$ cat config.mk
export PLATFORM = sky130hd
export DESIGN_NAME = rv32i_reorder_buffer
export DESIGN_NICKNAME = d
export VERILOG_FILES = /design/src/rtl/rv32i_pkg.sv /design/src/rtl/rv32i_rob_ptr.sv /design/src/rtl/rv32i_reorder_buffer.sv
export SDC_FILE = /design/constraint.sdc
export NUM_CORES = 1
export LEC_CHECK = 0
export BUFFER_PORTS_ARGS = -buffer_cell sky130_fd_sc_hd__buf_2
export CAP_MARGIN = 20
export CORE_MARGIN = 4
export CORE_UTILIZATION = 47
export CTS_CLUSTER_DIAMETER = 150
export CTS_CLUSTER_SIZE = 12
export DETAILED_ROUTE_END_ITERATION = 12
export GPL_TIMING_DRIVEN = 0
export HOLD_SLACK_MARGIN = 0.03
export PLACE_DENSITY = 0.64
export SYNTH_ARGS = -nofsm -noshare
export SYNTH_HDL_FRONTEND = slang
export SYNTH_HIERARCHICAL = 1
export SYNTH_SLANG_ARGS = --single-unit
$ cat constraint.sdc
create_clock -name clk -period 3.68 [get_ports clk]
set_clock_uncertainty 0.15 [all_clocks]
set_input_delay 0.184 -clock clk [delete_from_list [all_inputs] [get_ports clk]]
set_output_delay 0.184 -clock clk [all_outputs]
set_load 0.02 [all_outputs]
$ cat src/rtl/rv32i_pkg.sv
//------------------------------------------------------------------------------
// Module : rv32i_pkg
// Brief  : Shared RV32I OoO core types: register file widths and ROB entry.
// Rev    : 1.0  initial release
//------------------------------------------------------------------------------
`default_nettype none

package rv32i_pkg;

    localparam int ARCH_REG_FILE_IDX_BW = 5;
    localparam int PHYS_REG_FILE_IDX_BW = 6;

    localparam int ROB_DEPTH  = 16;
    localparam int ROB_IDX_BW = $clog2(ROB_DEPTH);

    typedef struct packed {
        logic                            vld;
        logic                            done;
        logic                            dst_vld;
        logic [ARCH_REG_FILE_IDX_BW-1:0] arch_rf_idx;
        logic [PHYS_REG_FILE_IDX_BW-1:0] phys_rf_idx;
    } rob_entry_t;

endpackage

`default_nettype wire

$ cat src/rtl/rv32i_rob_ptr.sv
//------------------------------------------------------------------------------
// Module : rv32i_rob_ptr
// Brief  : Wrapping ROB pointer with increment and clear (head / tail).
// Rev    : 1.0  initial release
//------------------------------------------------------------------------------
`default_nettype none

module rv32i_rob_ptr #(
    parameter int WIDTH = 4
) (
    input  logic             clk,
    input  logic             rstn,
    input  logic             i_clear,
    input  logic             i_incr,
    output logic [WIDTH-1:0] o_ptr
);

    logic [WIDTH-1:0] r_ptr;

    // Depth is a power of two, so natural overflow is the wrap.
    always_ff @(posedge clk) begin
        if (!rstn || i_clear) begin
            r_ptr <= '0;
        end else if (i_incr) begin
            r_ptr <= r_ptr + WIDTH'(1);
        end
    end

    assign o_ptr = r_ptr;

endmodule

`default_nettype wire

$ cat src/rtl/rv32i_reorder_buffer.sv
//------------------------------------------------------------------------------
// Module : rv32i_reorder_buffer
// Brief  : In-order retirement buffer; drives the RF retire interface.
//          Optional flush port enabled by defining ROB_FLUSH_EN.
// Rev    : 1.0  initial release
//------------------------------------------------------------------------------
`default_nettype none

module rv32i_reorder_buffer
    import rv32i_pkg::*;
(
    input  logic                            clk,
    input  logic                            rstn,
    input  logic                            i_alloc,
    input  logic                            i_alloc_dst_vld,
    input  logic [ARCH_REG_FILE_IDX_BW-1:0] i_alloc_arch_rf_idx,
    input  logic [PHYS_REG_FILE_IDX_BW-1:0] i_alloc_phys_rf_idx,
    output logic                            o_alloc_rdy,
    output logic [ROB_IDX_BW-1:0]           o_alloc_rob_idx,
    input  logic                            i_cmpl,
    input  logic [ROB_IDX_BW-1:0]           i_cmpl_rob_idx,
    output logic                            o_retire,
    output logic                            o_retire_dst_vld,
    output logic [ARCH_REG_FILE_IDX_BW-1:0] o_retire_arch_rf_idx,
    output logic [PHYS_REG_FILE_IDX_BW-1:0] o_retire_phys_rf_idx,
    output logic                            o_empty,
`ifdef ROB_FLUSH_EN
    input  logic                            i_flush,
`endif
    output logic [ROB_IDX_BW:0]             o_count
);

    localparam logic [ROB_IDX_BW:0] c_full_count = (ROB_IDX_BW+1)'(ROB_DEPTH);
    localparam logic [ROB_IDX_BW:0] c_one        = (ROB_IDX_BW+1)'(1);

    rob_entry_t                      r_entries [ROB_DEPTH];
    logic [ROB_IDX_BW:0]             r_count;
    logic                            r_empty;
    logic                            r_retire;
    logic                            r_retire_dst_vld;
    logic [ARCH_REG_FILE_IDX_BW-1:0] r_retire_arch_rf_idx;
    logic [PHYS_REG_FILE_IDX_BW-1:0] r_retire_phys_rf_idx;

    logic [ROB_IDX_BW-1:0]           w_head;
    logic [ROB_IDX_BW-1:0]           w_tail;
    logic                            w_flush;
    logic                            w_alloc_rdy;
    logic                            w_alloc_fire;
    logic                            w_retire_fire;
    rob_entry_t                      w_head_entry;
    rob_entry_t                      w_alloc_entry;
    logic [ROB_IDX_BW:0]             w_count_nxt;

`ifdef ROB_FLUSH_EN
    assign w_flush = i_flush;
`else
    assign w_flush = 1'b0;
`endif

    // Full is judged by count, never by pointer equality.
    assign w_alloc_rdy   = rstn & (r_count != c_full_count) & ~w_flush;
    assign w_alloc_fire  = i_alloc & w_alloc_rdy;
    assign w_head_entry  = r_entries[w_head];
    assign w_retire_fire = rstn & ~w_flush & w_head_entry.vld & w_head_entry.done;

    always_comb begin
        w_alloc_entry             = '0;
        w_alloc_entry.vld         = 1'b1;
        w_alloc_entry.done        = 1'b0;
        w_alloc_entry.dst_vld     = i_alloc_dst_vld;
        w_alloc_entry.arch_rf_idx = i_alloc_arch_rf_idx;
        w_alloc_entry.phys_rf_idx = i_alloc_phys_rf_idx;
    end

    always_comb begin
        w_count_nxt = r_count;
        if (w_alloc_fire && !w_retire_fire) begin
            w_count_nxt = r_count + c_one;
        end else if (!w_alloc_fire && w_retire_fire) begin
            w_count_nxt = r_count - c_one;
        end
    end

    rv32i_rob_ptr #(.WIDTH(ROB_IDX_BW)) u_head_ptr (
        .clk     (clk),
        .rstn    (rstn),
        .i_clear (w_flush),
        .i_incr  (w_retire_fire),
        .o_ptr   (w_head)
    );

    rv32i_rob_ptr #(.WIDTH(ROB_IDX_BW)) u_tail_ptr (
        .clk     (clk),
        .rstn    (rstn),
        .i_clear (w_flush),
        .i_incr  (w_alloc_fire),
        .o_ptr   (w_tail)
    );

    // Alloc is checked before completion so an alloc overwriting its own index wins.
    always_ff @(posedge clk) begin
        for (int i = 0; i < ROB_DEPTH; i++) begin
            if (!rstn || w_flush) begin
                r_entries[i] <= '0;
            end else if (w_alloc_fire && w_tail == ROB_IDX_BW'(i)) begin
                r_entries[i] <= w_alloc_entry;
            end else if (w_retire_fire && w_head == ROB_IDX_BW'(i)) begin
                r_entries[i] <= '0;
            end else if (i_cmpl && i_cmpl_rob_idx == ROB_IDX_BW'(i) && r_entries[i].vld) begin
                r_entries[i].done <= 1'b1;
            end
        end
    end

    always_ff @(posedge clk) begin
        if (!rstn || w_flush) begin
            r_count              <= '0;
            r_empty              <= 1'b1;
            r_retire             <= 1'b0;
            r_retire_dst_vld     <= 1'b0;
            r_retire_arch_rf_idx <= '0;
            r_retire_phys_rf_idx <= '0;
        end else begin
            r_count  <= w_count_nxt;
            r_empty  <= (w_count_nxt == '0);
            r_retire <= w_retire_fire;
            if (w_retire_fire) begin
                r_retire_dst_vld     <= w_head_entry.dst_vld;
                r_retire_arch_rf_idx <= w_head_entry.arch_rf_idx;
                r_retire_phys_rf_idx <= w_head_entry.phys_rf_idx;
            end else begin
                r_retire_dst_vld     <= 1'b0;
                r_retire_arch_rf_idx <= '0;
                r_retire_phys_rf_idx <= '0;
            end
        end
    end

    assign o_alloc_rdy          = w_alloc_rdy;
    assign o_alloc_rob_idx      = w_tail;
    assign o_retire             = r_retire;
    assign o_retire_dst_vld     = r_retire_dst_vld;
    assign o_retire_arch_rf_idx = r_retire_arch_rf_idx;
    assign o_retire_phys_rf_idx = r_retire_phys_rf_idx;
    assign o_empty              = r_empty;
    assign o_count              = r_count;

endmodule

`default_nettype wire

==> results.toml, run 1 <==
[logic_synthesis]
async_reset_ff_share_pct = 0
ys.flop_type = "edfxtp_1"
syn_area_um2 = 11530
synth_edf_count = 224
synth.area.top_cells = "edfxtp_1, mux4_2, and2_1, dfxtp_1, clkbuf_1"
synth.distinct_cells = 50
yosys_warnings = 6
synthMuxAreaShare_pct = 13.13
netlist_instances = 787
yosys_register_bits = 251
synth_top_family_by_area = "simple AND/OR/NAND/NOR gates"
synth-seq-area-share_pct = 63.02
syn_area_per_cell_um2 = 14.65
synth-simple-area-share_pct = 18.67
synth.largest_area_cell = "edfxtp_1"
synth_compound_area_share_pct = 1.823
synth_top_area_share_pct = 58.33
synth_fa_ha_area_share_pct = 0.5425
yosys.area_share.xor_xnor_pct = 0.6836

[cts]
cts_root_buf = "clkbuf_16"
cts_tree = "built"
clock_latency_ns = 0.52
clkTransAtPathRegs_ns = 0.06
cts_buffers = 24
htree_levels = 1
cts.sink_count = 251
clock_path_buffers = 3

[placement]
port_buffers = 43
place_area_um2 = 12210
place.detailed.hpwl_um = 19150
routabilityCongestion = 0.8388

[setup_path]
critical_path.cell_chain = "buf_6 -> mux4_2 -> mux4_2 -> nand2b_4 -> inv_2 -> nand3_2 -> o311ai_4 -> buf_4"
required_ns = 3.75
max_stage_delay_ns = 0.60
path_delay_family = "multiplexers"
start_kind = "register"
crit_path_frequent_cell = "mux4_2"
cp_data_arrival_time_ns = 3.61
path_buf_inv = 3
crit-reg2reg-launch = "u_head_ptr/o_ptr[0]"
critPathKind = "reg2reg"
r2r_cells = 8
critPathMaxFanout = 11
r2r_end = "r_entries[3][8]"
regToRegSetupSlack_ns = 0.15
end_kind = "register"
slowest_stage = "mux4_2"

[pwr]
power_density_nw_per_um2 = 440.8
p_leak_nw = 4.780
ir_drop_v = 0.0003620
totalPowerFinal_mw = 5.809

[cells_and_area]
final_common_cell = "edfxtp_1"
multiInputGateArea_um2 = 4118
most-common-layout-cells = "edfxtp_1, and2_1, mux4_2, clkbuf_1, buf_2"
fin_util_pct = 54.35
syn_to_final_growth_pct = 14.29
final_area_um2 = 13180
drive_gt1_share_pct = 18.65
num-fill-cells = 1993
seq_area_um2 = 7268
diodes = 0
layout.nets = 909

[min_path]
whs_endpoint = "r_entries[10][12]"
hold_path_startpoint = "i_cmpl_rob_idx[0]"
worstHoldPathCells = 4
hold_class = "in2reg"

[detailed_routing]
routed_wl_um = 25480
drtIter0Drc = 655
drt-pass1-iter-count = 5
drc = 0
viasPerCell = 5.400
antenna_left = 0
via_count = 6615
wl_per_cell_um = 20.80

[global_route]
grt_use_total_pct = 19.46
grt_max_degree = 16
grt-ovfl-total = 0
first_global_vias = 6773
grt_antenna_before_repair = 0
grt_pass1_wl_um = 40120

[die]
io_pins = 44
die_w_um = 164.6
dieArea_um2 = 27100
core_region_area_um2 = 24250
start_util_pct = 47.55
fp.dieH_um = 164.6
rows = 57

[sta]
hold_viol = 0
hold_slack_ns = 0.05018
finalSetupViolCount = 0
slew_violations = 0
fmax_mhz = 282.9
relSlewSlack_pct = 38.88
worstMarginPinSlew_ns = 0.9168
rsz0062_at_grt = "false"
period_needed_ns = 3.534
fin_crit_sh_pct = 96.04

[status]
status = "finished, final reports clean"

[job]
maxCapViolCount = 0
cell families after synthesis:
family	after synthesis
adder cells (fa/ha/maj)	5
AO/OA/AOI/OAI	22
other	1
flip-flops	251
XOR/XNOR	9
AND/OR/NAND/NOR	367
multiplexers	70
buffers and inverters	62
layout make-up:
cell class	count	area share, %
Buffer	52	1.557
Clock buffer	42	5.070
Clock inverter	1	0.1234
Inverter	10	0.2848
Multi-Input combinational cell	479	31.24
Sequential cell	251	55.15
Tap cell	324	3.076
Timing Repair Buffer	66	3.494
cells in the mapped netlist (9+ instances only):
| library cell | count |
|---|---|
| edfxtp_1 | 224 |
| and2_1 | 185 |
| mux4_2 | 65 |
| clkbuf_1 | 44 |
| nor2_1 | 41 |
| dfxtp_1 | 27 |
| and3_1 | 26 |
| nand2_1 | 24 |
| nand2b_1 | 22 |
| nand3_1 | 20 |
| or3b_1 | 10 |
| nor3_1 | 9 |
metrics by stage:
stage | instances | TNS (ns) | worst slack (ns)
floorplan | 792 | 0 | 0.1937
global placement | 1159 | -45.02 | -0.8693
detailed placement | 1161 | -27.99 | -0.4141
CTS | 1223 | 0 | 0.05101
global route | 1225 | 0 | 0.002195
finish | 1225 | 0 | 0.1456
worst max path at each step:
stage                             start                end  cells past startpoint
detailed placement  u_head_ptr/o_ptr[1]  r_entries[15][12]                      8
floorplan           u_head_ptr/o_ptr[0]  r_entries[15][12]                      8
global route        u_head_ptr/o_ptr[0]    r_entries[3][8]                      8
global placement    u_head_ptr/o_ptr[1]   r_entries[7][12]                      8
CTS                 u_head_ptr/o_ptr[0]    r_entries[3][2]                      8
finish              u_head_ptr/o_ptr[0]    r_entries[3][8]                      8
repair_timing:
| action | 4_1_cts | 5_1_grt |
|---|---|---|
| endpoints found under the hold margin | 85 | 0 |
| pin swaps | 3 | 0 |
| buffers inserted | 3 | 2 |
| resized for setup | 12 | 4 |
| endpoints found under the setup margin | 207 | 31 |
| hold buffers | 16 | 0 |
report_power, final:
group | internal (mW) | total (mW) | switching, mW
sequential | 3.20 | 3.23 | 0.0351
combinational | 0.138 | 0.342 | 0.204
clock | 1.23 | 2.24 | 1.01
layer usage:
layer	vias to the layer above	part of all wire (%)	track usage, %
met2	183	47	30.77
met3	24	6.3	3.718
met4	0	1.5	4.008
li1	3102	-	-
met5	-	0	0
met1	3306	45	28.49
flip-flops by register name (all words and copies together) (netlist names), 4 cells and up:
| signal | cells |
|---|---|
| o_count | 5 |
| u_tail_ptr/o_ptr | 4 |
| o_retire_phys_rf_idx | 6 |
| u_head_ptr/o_ptr | 4 |
| o_retire_arch_rf_idx | 5 |
| r_entries | 224 |
worst register-to-register path, delay by kind of cell, from the launching register on:
| kind | cells | cell delay, ns |
|---|---|---|
| AO/OA/AOI/OAI | 1 | 0.44 |
| flip-flops | 1 | 0.39 |
| buffers and inverters | 3 | 0.64 |
| multiplexers | 2 | 1.17 |
| AND/OR/NAND/NOR | 2 | 0.44 |
(Power assumes the default switching activity.)
==> run 2, diff against run 1 <==
==> constraint.sdc (replaced) <==
create_clock -name clk -period 3.68 [get_ports clk]
set_clock_uncertainty 0.15 [all_clocks]
set_input_delay 0.552 -clock clk [delete_from_list [all_inputs] [get_ports clk]]
set_output_delay 0.552 -clock clk [all_outputs]
set_load 0.02 [all_outputs]
==> run 2 against run 1 <==
Wire length down 0.37%. Count of clock-buffer cells in the layout unchanged. Sequential power about the same. Worst setup slack better by 0.0071 ns. Core utilization down 0.66 points. Global-route usage down 0.076 points. Flip-flop and latch count unchanged. First-iteration DRC count down 5.3%. Die area unchanged. Cell count down 1.3%. Sequential share of layout area up 0.68 points. Largest cell class unchanged.
==> results.toml, run 2 (synthesis results as in run 1) <==
[die]
fp.dieH_um = 164.6
core_region_area_um2 = 24250
io_pins = 44
start_util_pct = 47.55
dieArea_um2 = 27100
die_w_um = 164.6
rows = 57

[cells_and_area]
final_common_cell = "edfxtp_1"
diodes = 0
layout.nets = 893
most-common-layout-cells = "edfxtp_1, and2_1, mux4_2, clkbuf_1, buf_2"
final_area_um2 = 13020
drive_gt1_share_pct = 18.98
fin_util_pct = 53.69
syn_to_final_growth_pct = 12.90
num-fill-cells = 2008
largest_reg_flops = 224
top_register = "r_entries"
stdcell_count = 1209

[min_path]
worstHoldPathCells = 3
hold_class = "in2reg"

[setup_path]
path_delay_family = "multiplexers"
critPathMaxFanout = 11
cp.depth = 8
end_kind = "register"
crit_path_frequent_cell = "mux4_2"
cp_data_arrival_time_ns = 3.60
path_buf_inv = 3
r2r_cells = 8
max_stage_delay_ns = 0.60
start_kind = "register"
critical_path.cell_chain = "buf_6 -> mux4_2 -> mux4_2 -> nand2b_4 -> inv_2 -> nand3_2 -> o311ai_4 -> buf_4"
critPathKind = "reg2reg"
required_ns = 3.75
slowest_stage = "mux4_2"

[detailed_routing]
antenna_left = 0
wl_per_cell_um = 21.00
drc = 0
routed_wl_um = 25390
drt-pass1-iter-count = 6
drtIter0Drc = 620
via_count = 6533
viasPerCell = 5.404

[placement]
place_inst = 1161
pre_cts_slack_ns = -0.4141
port_buffers = 43
routabilityCongestion = 0.8388
place.detailed.hpwl_um = 19150
place_area_um2 = 12210

[sta]
relSlewSlack_pct = 38.97
finalSetupViolCount = 0
hold_viol = 0
rsz0062_at_grt = "false"
setup_slack_ns = 0.1526
fin_crit_sh_pct = 95.85
slew_violations = 0
fmax_mhz = 283.5
period_needed_ns = 3.527
worstMarginPinSlew_ns = 0.9155

[global_route]
grt_pass1_wl_um = 39920
grt_max_degree = 16
grt_antenna_before_repair = 0
grt_use_total_pct = 19.38
first_global_vias = 6716
grt-ovfl-total = 0

[pwr]
totalPowerFinal_mw = 5.794
p_leak_nw = 4.716
ir_drop_v = 0.0003591
power_density_nw_per_um2 = 445.1

[status]
status = "finished, final reports clean"

[cts]
cts_buffers = 24
clock_latency_ns = 0.52
cts.sink_count = 251
cts_tree = "built"
clkTransAtPathRegs_ns = 0.06
cts_root_buf = "clkbuf_16"
clock_path_buffers = 3
htree_levels = 1

[job]
maxCapViolCount = 0
run 2: changes by cell type in the layout (fill, tap and decap cells not counted):
cell / delta
dlygate4sd3_1: -16
run 2: final timing paths:
kind / from / slack [ns] / endpoint
hold reg to reg: u_head_ptr/o_ptr[0] / 0.41 / u_head_ptr/o_ptr[0]
setup / recovery: u_head_ptr/o_ptr[0] / 0.15 / r_entries[3][8]
setup reg to reg: u_head_ptr/o_ptr[0] / 0.15 / r_entries[3][8]
hold / removal: rstn / 0.22 / u_head_ptr/o_ptr[3]
run 2: cell type report:
type / instances / area, um^2 / area share, %
Multi-Input combinational cell: 479 / 4118 / 31.63
Timing Repair Buffer: 50 / 300.3 / 2.307
Inverter: 10 / 37.54 / 0.2883
Sequential cell: 251 / 7268 / 55.83
Buffer: 52 / 205.2 / 1.576
Tap cell: 324 / 405.4 / 3.114
Clock buffer: 42 / 668.1 / 5.132
Clock inverter: 1 / 16.27 / 0.1249
run 2: power breakdown:
part           total (mW)  internal, mW  switching, mW
Clock                2.23          1.23           1.01
Combinational       0.329         0.128          0.201
Sequential           3.23          3.20         0.0351
Total                5.79          4.55           1.24
run 2: stage by stage:
step / setup TNS [ns] / hold WS, ns
floorplan: 0 / 0.3676
global placement: -45.02 / 0.4094
detailed placement: -27.99 / 0.4207
CTS: 0 / 0.2058
global route: 0 / 0.2432
finish: 0 / 0.2195
run 2: worst reg2reg max path: cells and delay by family, from the launching register on:
| kind | cells | cell delay, ns |
|---|---|---|
| muxes | 2 | 1.17 |
| buffers and inverters | 3 | 0.64 |
| and+or+nand+nor | 2 | 0.44 |
| AOI/OAI and AO/OA | 1 | 0.44 |
| DFF | 1 | 0.39 |
run 2: layer usage:
metal	share of wire, %	GRT usage, %	vias to the layer above
met5	0	0	-
met4	1.6	4.234	0
met3	5.8	3.793	27
met2	47	30.49	175
met1	46	28.36	3263
li1	-	-	3068
run 2: timing repair:
action,4_1_cts,5_1_grt
pin swaps,3,0
gates cloned,0,0
gates resized for setup,12,4
hold buffers,0,0
setup endpoints to repair,207,31
setup buffers,3,2
==> run 3, diff against run 2 <==
- GPL_TIMING_DRIVEN: 0 -> unset
==> run 3 against run 2 <==
Wire length rose by 4.0%. First-iteration DRC count is 1.8% lower. Power down 0.12%. Maximum frequency is 6.9% higher. Die area unchanged. Hold slack improved by 0.16 ns. Clock power barely moved. Non-clock buffer count down 21. Global-route usage rose by 0.54 points. Register-to-register slack better by 0.23 ns. Final area fell by 0.57%. Critical path type unchanged. Largest power group unchanged.
==> results.toml, run 3 (synthesis results as in run 1) <==
[global_route]
grt_antenna_before_repair = 0
first_global_vias = 6948
grt-ovfl-total = 0
grt_pass1_wl_um = 40840
grt_max_degree = 34
grt_use_total_pct = 19.92

[cts]
cts.sink_count = 251
clock_latency_ns = 0.51
ctsHoldBuffers = 0
clkTransAtPathRegs_ns = 0.06
cts_root_buf = "clkbuf_16"
cts_buffers = 24
post_cts_buffers = 0
cts_tree = "built"
clock_path_buffers = 3
htree_levels = 1
cts_resized = 0

[status]
status = "finished, final reports clean"

[setup_path]
required_ns = 3.75
critPathMaxFanout = 19
crit_path_frequent_cell = "mux4_2"
path_buf_inv = 1
regToRegSetupSlack_ns = 0.38
slowest_stage = "dfxtp_2"
critical_path.cell_chain = "mux4_2 -> mux4_2 -> nand2b_4 -> or2_4 -> o221ai_2 -> buf_4 -> nand2b_1"
critPathKind = "reg2reg"
cp_data_arrival_time_ns = 3.37
start_kind = "register"
end_kind = "register"
max_stage_delay_ns = 0.65
path_delay_family = "multiplexers"

[pwr]
totalPowerFinal_mw = 5.787
power_density_nw_per_um2 = 447.0
p_leak_nw = 4.798
ir_drop_v = 0.0002850

[cells_and_area]
diodes = 0
final_common_cell = "edfxtp_1"
stdcell_count = 1189
layout.nets = 872
largest_reg_flops = 224
syn_to_final_growth_pct = 12.26
drive_gt1_share_pct = 21.50
num-fill-cells = 1981
top_register = "r_entries"
most-common-layout-cells = "edfxtp_1, and2_1, mux4_2, buf_2, nor2_1"

[detailed_routing]
wl_per_cell_um = 22.20
drt-pass1-iter-count = 6
viasPerCell = 5.638
antenna_left = 0
drc = 0
routed_wl_um = 26400
drtIter0Drc = 609
via_count = 6703

[sta]
period_needed_ns = 3.298
setup_slack_ns = 0.3816
fin_crit_sh_pct = 89.63
setup-tns-final_ns = 0
relSlewSlack_pct = 30.42
finalSetupViolCount = 0
worstMarginPinSlew_ns = 1.041
rsz0062_at_grt = "false"
hold_viol = 0
slew_violations = 0
fmax_mhz = 303.2

[die]
die_w_um = 164.6
dieArea_um2 = 27100
fp.dieH_um = 164.6
io_pins = 44
core_region_area_um2 = 24250
start_util_pct = 47.55
rows = 57

[placement]
place_inst = 1145
place.detailed.hpwl_um = 18150
port_buffers = 43
pre_cts_slack_ns = 0.3843
routabilityCongestion = 0.8975

[job]
maxCapViolCount = 0

[min_path]
hold_class = "in2reg"
-- run 3: cell types whose count changed in the layout (fill, tap and decap cells not counted), moves of 2 or more --
cell	change
buf_1	-6
o221ai_4	-4
buf_12	-2
o221ai_1	+3
buf_4	+34
or3b_2	-7
clkbuf_1	-42
or3b_1	+8
-- run 3: layer usage --
layer | wire (um) | global-route usage, %
met4 | 403 | 4.197
met2 | 12970 | 33.45
met5 | 0 | 0
met3 | 1529 | 2.471
met1 | 11500 | 28.30
-- run 3: worst reg2reg max path, cell delays in order, from the launching register on --
cell	delay, ns
dfxtp_2	0.65
mux4_2	0.41
mux4_2	0.60
nand2b_4	0.25
or2_4	0.32
o221ai_2	0.22
buf_4	0.27
nand2b_1	0.15
-- run 3: layout make-up --
type	count	area, um^2	share of cell area, %
Inverter	10	37.54	0.2900
Clock buffer	43	671.9	5.190
Sequential cell	251	7272	56.18
Tap cell	324	405.4	3.132
Clock inverter	1	16.27	0.1257
Timing Repair Buffer	81	500.5	3.866
Multi-Input combinational cell	479	4041	31.22
-- run 3: stage by stage --
step / cell area (um^2) / utilization (%) / hold slack (ns)
after floorplan: 11550 / - / 0.3676
after global placement: 12260 / 50.55 / 0.4117
after detailed placement: 12260 / 50.55 / 0.4359
after CTS: 12940 / 53.38 / 0.3681
after global routing: 12940 / 53.38 / 0.3998
final: 12940 / 53.38 / 0.3841
-- run 3: final timing paths --
path | start | endpoint | depth (start not counted)
max | u_head_ptr/o_ptr[1] | r_entries[12][12] | 7
min | i_alloc_arch_rf_idx[0] | r_entries[3][6] | 2
max reg2reg | u_head_ptr/o_ptr[1] | r_entries[12][12] | 7
min reg2reg | u_tail_ptr/o_ptr[3] | u_tail_ptr/o_ptr[3] | 2
-- run 3: report_power, final --
part	switching [mW]	internal, mW	total [mW]
registers	0.0375	3.19	3.23
clock network	0.996	1.23	2.23
logic	0.203	0.124	0.328
total	1.24	4.55	5.79
